[config.mk]
export PLATFORM = sky130hd
export DESIGN_NAME = led_display_row_shifter_flat
export DESIGN_NICKNAME = d
export VERILOG_FILES = /design/src/rtl/led_display_row_shifter_if.sv /design/src/rtl/led_display_row_shifter.sv /design/src/flat_wrapper.sv
export SDC_FILE = /design/constraint.sdc
export NUM_CORES = 1
export LEC_CHECK = 0
export ABC_AREA = 1
export BUFFER_PORTS_ARGS = -buffer_cell sky130_fd_sc_hd__buf_2
export CORE_UTILIZATION = 36
export CTS_CLUSTER_DIAMETER = 80
export CTS_CLUSTER_SIZE = 12
export DETAILED_ROUTE_END_ITERATION = 16
export PLACE_DENSITY_LB_ADDON = 0.2
export RECOVER_POWER = 50
export SYNTH_ARGS = -nofsm -noshare
export SYNTH_HDL_FRONTEND = slang
export SYNTH_SLANG_ARGS = --single-unit
[constraint.sdc]
create_clock -name clk_in -period 12.9 [get_ports clk_in]
set_input_delay 1.29 -clock clk_in [delete_from_list [all_inputs] [get_ports clk_in]]
set_output_delay 1.29 -clock clk_in [all_outputs]
set_load 0.02 [all_outputs]
[src/rtl/led_display_row_shifter_if.sv]
// Row stream from a row source into the panel shifter: one full rgb row plus
// its panel row address, transferred on valid && ready.
interface led_display_row_shifter_if #(
  parameter int NUM_COL_PIXELS = 64
);
  logic [6*NUM_COL_PIXELS-1:0] row_in;
  logic [3:0]                  row_address_in;
  logic                        row_valid_in;
  logic                        row_ready_out;

  modport master (
    output row_in,
    output row_address_in,
    output row_valid_in,
    input  row_ready_out
  );

  modport slave (
    input  row_in,
    input  row_address_in,
    input  row_valid_in,
    output row_ready_out
  );
endinterface

[src/rtl/led_display_row_shifter.sv]
// HUB75 row shifter: one-deep hold register feeding a shift/blank/latch/on sequence.
// Row period NUM_COL_PIXELS*2*BCLK_HALF+BLANK+LATCH+ON cycles; ready drops while the hold register is full.
module led_display_row_shifter #(
  parameter int NUM_COL_PIXELS = 64,
  parameter int BCLK_HALF      = 2,
  parameter int BLANK_CYCLES   = 4,
  parameter int LATCH_CYCLES   = 1,
  parameter int ON_CYCLES      = 64
) (
  input  logic                            clk_in,
  input  logic                            n_reset_in,
  led_display_row_shifter_if.slave        row_if,
  output logic                            bclk_out,
  output logic [2:0]                      rgb_top_out,
  output logic [2:0]                      rgb_bot_out,
  output logic                            latch_out,
  output logic                            blank_out,
  output logic [3:0]                      address_out,
  output logic                            busy_out
);

  localparam int N       = NUM_COL_PIXELS;
  localparam int ROW_W   = 6 * N;
  localparam int MAX_A   = (2 * BCLK_HALF > BLANK_CYCLES) ? 2 * BCLK_HALF : BLANK_CYCLES;
  localparam int MAX_B   = (MAX_A > LATCH_CYCLES) ? MAX_A : LATCH_CYCLES;
  localparam int CNT_MAX = (MAX_B > ON_CYCLES) ? MAX_B : ON_CYCLES;
  localparam int CW      = $clog2(CNT_MAX + 1);
  localparam int COL_W   = (N > 1) ? $clog2(N) : 1;

  localparam logic [CW-1:0]    BCLK_LO_END = CW'(BCLK_HALF - 1);
  localparam logic [CW-1:0]    BCLK_HI_END = CW'(2 * BCLK_HALF - 1);
  localparam logic [CW-1:0]    BLANK_END   = CW'(BLANK_CYCLES - 1);
  localparam logic [CW-1:0]    LATCH_END   = CW'(LATCH_CYCLES - 1);
  localparam logic [CW-1:0]    ON_END      = CW'(ON_CYCLES - 1);
  localparam logic [COL_W-1:0] COL_LAST    = COL_W'(N - 1);

  typedef enum logic [2:0] {
    ST_IDLE,
    ST_SHIFT,
    ST_BLANK,
    ST_LATCH,
    ST_ON
  } state_t;

  state_t            state_q, state_d;
  logic [CW-1:0]     cnt_q, cnt_d;
  logic [COL_W-1:0]  col_q, col_d;
  logic [ROW_W-1:0]  shift_q, shift_d;
  logic [ROW_W-1:0]  hold_q, hold_d;
  logic [3:0]        hold_addr_q, hold_addr_d;
  logic [3:0]        row_addr_q, row_addr_d;
  logic              hold_full_q, hold_full_d;
  logic              rst_q;
  logic              bclk_q, bclk_d;
  logic [2:0]        rgb_top_q, rgb_top_d;
  logic [2:0]        rgb_bot_q, rgb_bot_d;
  logic              latch_q, latch_d;
  logic              blank_q, blank_d;
  logic [3:0]        address_q, address_d;
  logic              xfer;
  logic              start;

  assign row_if.row_ready_out = ~hold_full_q & rst_q;
  assign xfer                 = row_if.row_valid_in & row_if.row_ready_out;

  always_comb begin
    state_d     = state_q;
    cnt_d       = cnt_q;
    col_d       = col_q;
    shift_d     = shift_q;
    hold_d      = hold_q;
    hold_addr_d = hold_addr_q;
    hold_full_d = hold_full_q;
    row_addr_d  = row_addr_q;
    bclk_d      = bclk_q;
    latch_d     = latch_q;
    blank_d     = blank_q;
    address_d   = address_q;
    start       = 1'b0;
    rgb_top_d   = 3'b000;
    rgb_bot_d   = 3'b000;

    if (xfer) begin
      hold_d      = row_if.row_in;
      hold_addr_d = row_if.row_address_in;
      hold_full_d = 1'b1;
    end

    case (state_q)
      ST_IDLE: start = hold_full_q;
      ST_SHIFT: begin
        cnt_d = cnt_q + CW'(1);
        if (cnt_q == BCLK_LO_END) bclk_d = 1'b1;
        if (cnt_q == BCLK_HI_END) begin
          cnt_d  = '0;
          bclk_d = 1'b0;
          if (col_q == '0) begin
            state_d   = ST_BLANK;
            blank_d   = 1'b1;
            address_d = row_addr_q;
          end else begin
            col_d   = col_q - COL_W'(1);
            // Whole-vector shift: bits crossing a field boundary never reach
            // the field MSB within the remaining columns.
            shift_d = shift_q << 1;
          end
        end
      end
      ST_BLANK: begin
        cnt_d = cnt_q + CW'(1);
        if (cnt_q == BLANK_END) begin
          state_d = ST_LATCH;
          cnt_d   = '0;
          latch_d = 1'b1;
        end
      end
      ST_LATCH: begin
        cnt_d = cnt_q + CW'(1);
        if (cnt_q == LATCH_END) begin
          state_d = ST_ON;
          cnt_d   = '0;
          latch_d = 1'b0;
          blank_d = 1'b0;
        end
      end
      ST_ON: begin
        cnt_d = cnt_q + CW'(1);
        if (cnt_q == ON_END) begin
          state_d = ST_IDLE;
          cnt_d   = '0;
          // A waiting row starts straight away so back-to-back rows
          // do not pay an extra IDLE cycle.
          start   = hold_full_q;
        end
      end
      default: state_d = ST_IDLE;
    endcase

    if (start) begin
      state_d     = ST_SHIFT;
      cnt_d       = '0;
      col_d       = COL_LAST;
      shift_d     = hold_q;
      row_addr_d  = hold_addr_q;
      hold_full_d = 1'b0;
      bclk_d      = 1'b0;
      blank_d     = 1'b0;
    end

    if (state_d == ST_SHIFT) begin
      rgb_top_d = {shift_d[4*N-1], shift_d[5*N-1], shift_d[6*N-1]};
      rgb_bot_d = {shift_d[N-1],   shift_d[2*N-1], shift_d[3*N-1]};
    end
  end

  always_ff @(posedge clk_in) begin
    rst_q <= n_reset_in;
    if (!n_reset_in) begin
      state_q     <= ST_IDLE;
      cnt_q       <= '0;
      col_q       <= '0;
      hold_full_q <= 1'b0;
      bclk_q      <= 1'b0;
      rgb_top_q   <= 3'b000;
      rgb_bot_q   <= 3'b000;
      latch_q     <= 1'b0;
      blank_q     <= 1'b1;
      address_q   <= 4'd0;
    end else begin
      state_q     <= state_d;
      cnt_q       <= cnt_d;
      col_q       <= col_d;
      hold_full_q <= hold_full_d;
      bclk_q      <= bclk_d;
      rgb_top_q   <= rgb_top_d;
      rgb_bot_q   <= rgb_bot_d;
      latch_q     <= latch_d;
      blank_q     <= blank_d;
      address_q   <= address_d;
    end
  end

  always_ff @(posedge clk_in) begin
    shift_q     <= shift_d;
    hold_q      <= hold_d;
    hold_addr_q <= hold_addr_d;
    row_addr_q  <= row_addr_d;
  end

  assign bclk_out    = bclk_q;
  assign rgb_top_out = rgb_top_q;
  assign rgb_bot_out = rgb_bot_q;
  assign latch_out   = latch_q;
  assign blank_out   = blank_q;
  assign address_out = address_q;
  assign busy_out    = (state_q != ST_IDLE);

endmodule

[src/flat_wrapper.sv]
// flat-port wrapper written by rule: the top's interface ports become plain ports
module led_display_row_shifter_flat 
#(
  parameter int NUM_COL_PIXELS = 64,
  parameter int BCLK_HALF      = 2,
  parameter int BLANK_CYCLES   = 4,
  parameter int LATCH_CYCLES   = 1,
  parameter int ON_CYCLES      = 64
)
  (clk_in, n_reset_in, bclk_out, rgb_top_out, rgb_bot_out, latch_out, blank_out, address_out, busy_out, row_if_row_in, row_if_row_address_in, row_if_row_valid_in, row_if_row_ready_out);
  led_display_row_shifter_if #(.NUM_COL_PIXELS(NUM_COL_PIXELS)) row_if_i ();
  input  logic clk_in;
  input  logic n_reset_in;
  output logic bclk_out;
  output logic [2:0] rgb_top_out;
  output logic [2:0] rgb_bot_out;
  output logic latch_out;
  output logic blank_out;
  output logic [3:0] address_out;
  output logic busy_out;
  input wire logic [$bits(row_if_i.row_in)-1:0] row_if_row_in;
  input wire logic [$bits(row_if_i.row_address_in)-1:0] row_if_row_address_in;
  input wire logic [$bits(row_if_i.row_valid_in)-1:0] row_if_row_valid_in;
  output wire logic [$bits(row_if_i.row_ready_out)-1:0] row_if_row_ready_out;
  assign row_if_i.row_in = row_if_row_in;
  assign row_if_i.row_address_in = row_if_row_address_in;
  assign row_if_i.row_valid_in = row_if_row_valid_in;
  assign row_if_row_ready_out = row_if_i.row_ready_out;
  led_display_row_shifter #(.NUM_COL_PIXELS(NUM_COL_PIXELS), .BCLK_HALF(BCLK_HALF), .BLANK_CYCLES(BLANK_CYCLES), .LATCH_CYCLES(LATCH_CYCLES), .ON_CYCLES(ON_CYCLES)) u_core (.clk_in(clk_in), .n_reset_in(n_reset_in), .row_if(row_if_i), .bclk_out(bclk_out), .rgb_top_out(rgb_top_out), .rgb_bot_out(rgb_bot_out), .latch_out(latch_out), .blank_out(blank_out), .address_out(address_out), .busy_out(busy_out));
endmodule
== After elaboration in Yosys (flattened, before gate mapping) ==
Cells that the tools add are included.
Widths: inputs -> output; s select.
Word-level totals
  input bits: 391
  output and inout bits: 15
  register bits: 807
  logic and storage cells: 84
Operators by class
  reduce and logical (&&, ||, !) cells: 18
  bitwise operators: 4
  mux-type cells: 30
  add/sub/neg operators: 2
  equal/unequal tests: 14
Operators by type and width (count)
  $mux 384: 4
  $mux 6: 4
  $mux 7: 3
  $pmux 7 s3: 1
  $mux 3: 6
  $pmux 3 s5: 1
  $ne 3x1->1 const B: 3
  $reduce_and 3->1: 3
  $reduce_bool 3->1: 3
  $mux 1: 8
  $reduce_bool 2->1: 4
  $add 7x1->7 const B: 1
  $eq 7x1->1 const B: 1
  $eq 7x2->1 const B: 1
  $eq 7x6->1 const B: 1
  $logic_not 7->1: 1
  $eq 3x1->1 const B: 2
  $eq 3x2->1 const B: 2
  $logic_not 6->1: 1
  $ne 2x1->1 const B: 3
  $pmux 1 s2: 3
  $sub 6x1->6 const B: 1
  $reduce_and 2->1: 2
  $reduce_and 4->1: 1
  5 further kinds: 8

== Longest topological paths before layout ==
  word-level depth: 7
  mapped depth: 11
  gate-level depth less buffers: 10

== Least setup slack after synthesis ==
OpenSTA, ideal clock, no wires.
  kind: in2reg
  start point: input port row_if_row_valid_in
  end point: register u_core.hold_addr_q[0], enable pin
  stages: 1
  required time: 12.096 ns
  buffers on the path: 0
  setup time: 0.804 ns
  data arrival time: 10.161 ns
  setup slack: 1.935 ns
  cell sequence: and3_1
On the way
  longest elaborated chain between the ends: 1
Ends and longest elaborated chain
  from (decl): line flat_wrapper.sv:23  | input wire logic [$bits(row_if_i.row_valid_in)-1:0] row_if_row_valid_in;
  $and 1x1->1: line led_display_row_shifter.sv:64  | assign xfer = row_if.row_valid_in & row_if.row_ready_out;
  to (signal assigned): line led_display_row_shifter.sv:186  | hold_addr_q <= hold_addr_d;
  to (decl): line led_display_row_shifter.sv:50  | logic [3:0] hold_addr_q, hold_addr_d;
No other way between the ends.
A chain may end at the register's enable or synchronous reset.

== Worst setup path in the final report ==
  start point: input port row_if_row_valid_in
  end point: register u_core.hold_q[21], enable pin
On the way
  longest elaborated chain between the ends: 1
Ends and longest elaborated chain
  $and 1x1->1: line led_display_row_shifter.sv:64
  via u_core.xfer: line led_display_row_shifter.sv:60  | logic xfer;
  to (signal assigned): line led_display_row_shifter.sv:185  | hold_q <= hold_d;
  to (decl): line led_display_row_shifter.sv:49  | logic [ROW_W-1:0] hold_q, hold_d;
The timed path passes the listed nets, and every way through them passes these cells.

==> flow_summary.yaml <==
synthesis:
  synth_xor_area_frac: 0.00236
  synthAdderAreaFrac: 0.00169
  synth_edf_count: 770
  synth_top_area_cell: "edfxtp_1"
  yosys-top-cells-count: "1177 x nand2_1, 770 x edfxtp_1, 54 x nor2_1"
  synth_top_area_frac: 0.779
  syn_inst: 2235
  synth-seq-cells: 807
  synth_compound_area_frac: 0.00405
  yosys-top-cells-area: "edfxtp_1 78%, nand2_1 15%, dfxtp_1 2.5%"
  synth_ff_type: "edfxtp_1"
  avgSynthCellArea_um2: 13.3
  syn_area_um2: 29700
  synth_cell_type_count: 31
  async_flop_share: 0
  yosysWarnings: 0
  yosysMostFrequentCell: "nand2_1"
  synth_top_family_by_area: "simple AND/OR/NAND/NOR gates"
  synthSimpleGateAreaFrac: 0.164
  ys_seq_area_frac: 0.804
  syn_nets: 2630
  synth_mux_area_frac: 0
critical_path:
  crit_required_ps: 13110
  critical_path_class: "primary input to register"
  crit_chain: "buf_2 -> and3_1 -> clkbuf_1 -> buf_4"
  crit_end: "u_core.hold_q[21]"
  path_depth: 4
  crit_fanout: 83
  arrival_ps: 6760
  slowest_stage: "clkbuf_1"
  start_kind: "primary input"
  r2r_start: "u_core.hold_full_q"
  critPathLaunch: "row_if_row_valid_in"
  cpPeakStageDelay_ps: 3310
  timing.rr.end: "u_core.hold_q[21]"
  crit_buf_inv: 3
  rrSetupSlack_ps: 6720
  critPathTopFamily: "buffers and inverters"
  reg2reg_depth: 4
  critical_path.endpoint_type: "register"
finish:
  finalNetCount: 3041
  final_cells: 3738
  drive_gt1_frac: 0.149
  area_growth_syn_to_layout_pct: 16.7
grt:
  overflow: 0
  grt_max_degree: 237
  grt_pass1_vias: 17400
  antenna_found_initial: 15
  grt_pass1_wl_um: 96800
  track_usage: 0.150
power:
  p_leak_uw: 0.0137
  comb_power_share: 0.048
  switchingPower_uw: 1150
  p_seq_frac: 0.566
  p_clk_frac: 0.386
  p_per_area_nw_per_um2: 156
  internal_power_uw: 4270
  switching_share: 0.212
  ir_worst_vdd_uv: 97.7
detailed_routing:
  wl_per_cell_um: 16.8
  num_vias: 16900
  drtIter0Drc: 992
  first_pass_iters: 5
  drc: 0
  wirelength_um: 62900
  ant_nets: 0
  vias_per_cell: 4.51
clocking:
  cts.sinks: 807
  cts_made_buffers: 78
  htreeDepth: 3
  ctsHoldBuffers: 0
  path_clk_slew_ps: 60
  cts_tree: "done"
  postCtsSetupBuffers: 0
  clk_latency_ps: 610
  post_cts_resize_count: 0
  clock_path_buffers: 3
  ctsRootBufferMaster: "clkbuf_16"
sta:
  slew_violations: 234
  relSlewSlack: -2.13
  hold_violations: 0
  grt_setup_unrepaired: "false"
  worstMarginPinSlew_ps: 4690
  fin_tns_setup_ps: 0
  finClkSkew_ps: 22.9
  fin_crit_ps: 6540
  setup_violations: 0
  period_share: 0.507
  fmax_mhz: 153
  worst_slack_ps: 6360
die:
  ios: 406
  rows: 104
  die_w_um: 289
  initial_utilization: 0.366
  coreArea_um2: 81100
  die_y_um: 289
  die-area_um2: 83600
run:
  cap_viol_max_count: 3
hold_path:
  hold_path_class: "register to register"
place:
  gp_congestion: 0.786
  dp_hpwl_um: 39400
  portBuffers: 405
  dp.cells: 3626
  preCtsSetupSlack_ps: 8690
run_status:
  violations: "capacitance limit, slew limit"
  outcome: "finished, violations left"
routing by layer:
metal | routed length (um) | GRT usage
met5 | 62 | 0
met4 | 1390 | 0.0467
met2 | 31600 | 0.255
met1 | 26800 | 0.190
met3 | 3040 | 0.0328
logic make-up (layout without fill, tap and decap cells):
logic type                 count (synthesis)  in the layout
DFF                                      807            807
and+or+nand+nor                         1271           1271
xor gates and xnor gates                   8              8
AOI/OAI and AO/OA                         23             23
other                                      0              6
buffers and inverters                    122            559
adders and majority gates                  4              4
registers in the layout (all words and copies together), names as in the netlist, 3 cells and up:
name                count
u_core.address_out      4
u_core.rgb_top_out      3
u_core.rgb_bot_out      3
u_core.row_addr_q       4
u_core.state_q          3
u_core.shift_q        384
u_core.hold_addr_q      4
u_core.cnt_q            7
u_core.col_q            6
u_core.hold_q         384
worst reg2reg max path: cells and delay by family, from the launching register on:
kind,cells,cell delay [ps]
buffers and inverters,3,4720
AND/OR/NAND/NOR,1,680
flip-flops,1,330
stage by stage:
stage          total power [uW]  cell area, um2   util  hold WS, ps
3_5_place_dp               3390           32600  0.402          408
4_1_cts                    5510           34800  0.429          427
3_3_place_gp               3380           32600  0.402          416
6_report                   5410           34600  0.427          421
2_1_floorplan              3310           29700      -          400
5_1_grt                    5640           34600  0.427          433
power by group through the flow:
stage          combinational (uW)  sequential, uW  clock (uW)
2_1_floorplan                 144            3170           0
3_3_place_gp                  267            3120           0
3_5_place_dp                  275            3120           0
4_1_cts                       276            3060        2180
5_1_grt                       297            3080        2260
6_report                      260            3070        2090
area by class of cell:
type / count / area [um2]
sequential: 807 / 23900
multi-input combinational: 1306 / 5100
timing repair buffer: 418 / 1980
clock buffer: 98 / 2110
clock inverter: 8 / 87.6
fill: 7649 / 46400
inverter: 35 / 146
antenna: 6 / 15.0
tap: 1060 / 1330
cells in the final DEF, fill, tap and decap left out, types with 12 or more instances in the layout:
cell type	n
clkbuf_1	137
clkbuf_16	82
nand2_1	1178
nor2_1	55
o21ai_0	12
inv_1	32
buf_2	287
dfxtp_1	37
edfxtp_1	770
nand3_1	21
worst min-delay path by stage:
stage | from | endpoint | cells past startpoint
2_1_floorplan | u_core.hold_addr_q[0] | u_core.row_addr_q[0] | 0
3_3_place_gp | u_core.hold_addr_q[1] | u_core.row_addr_q[1] | 0
3_5_place_dp | u_core.hold_addr_q[1] | u_core.row_addr_q[1] | 0
4_1_cts | u_core.hold_addr_q[1] | u_core.row_addr_q[1] | 0
5_1_grt | u_core.hold_addr_q[3] | u_core.row_addr_q[3] | 0
6_report | u_core.hold_addr_q[1] | u_core.row_addr_q[1] | 0
Power figures use the tool's default switching activity.
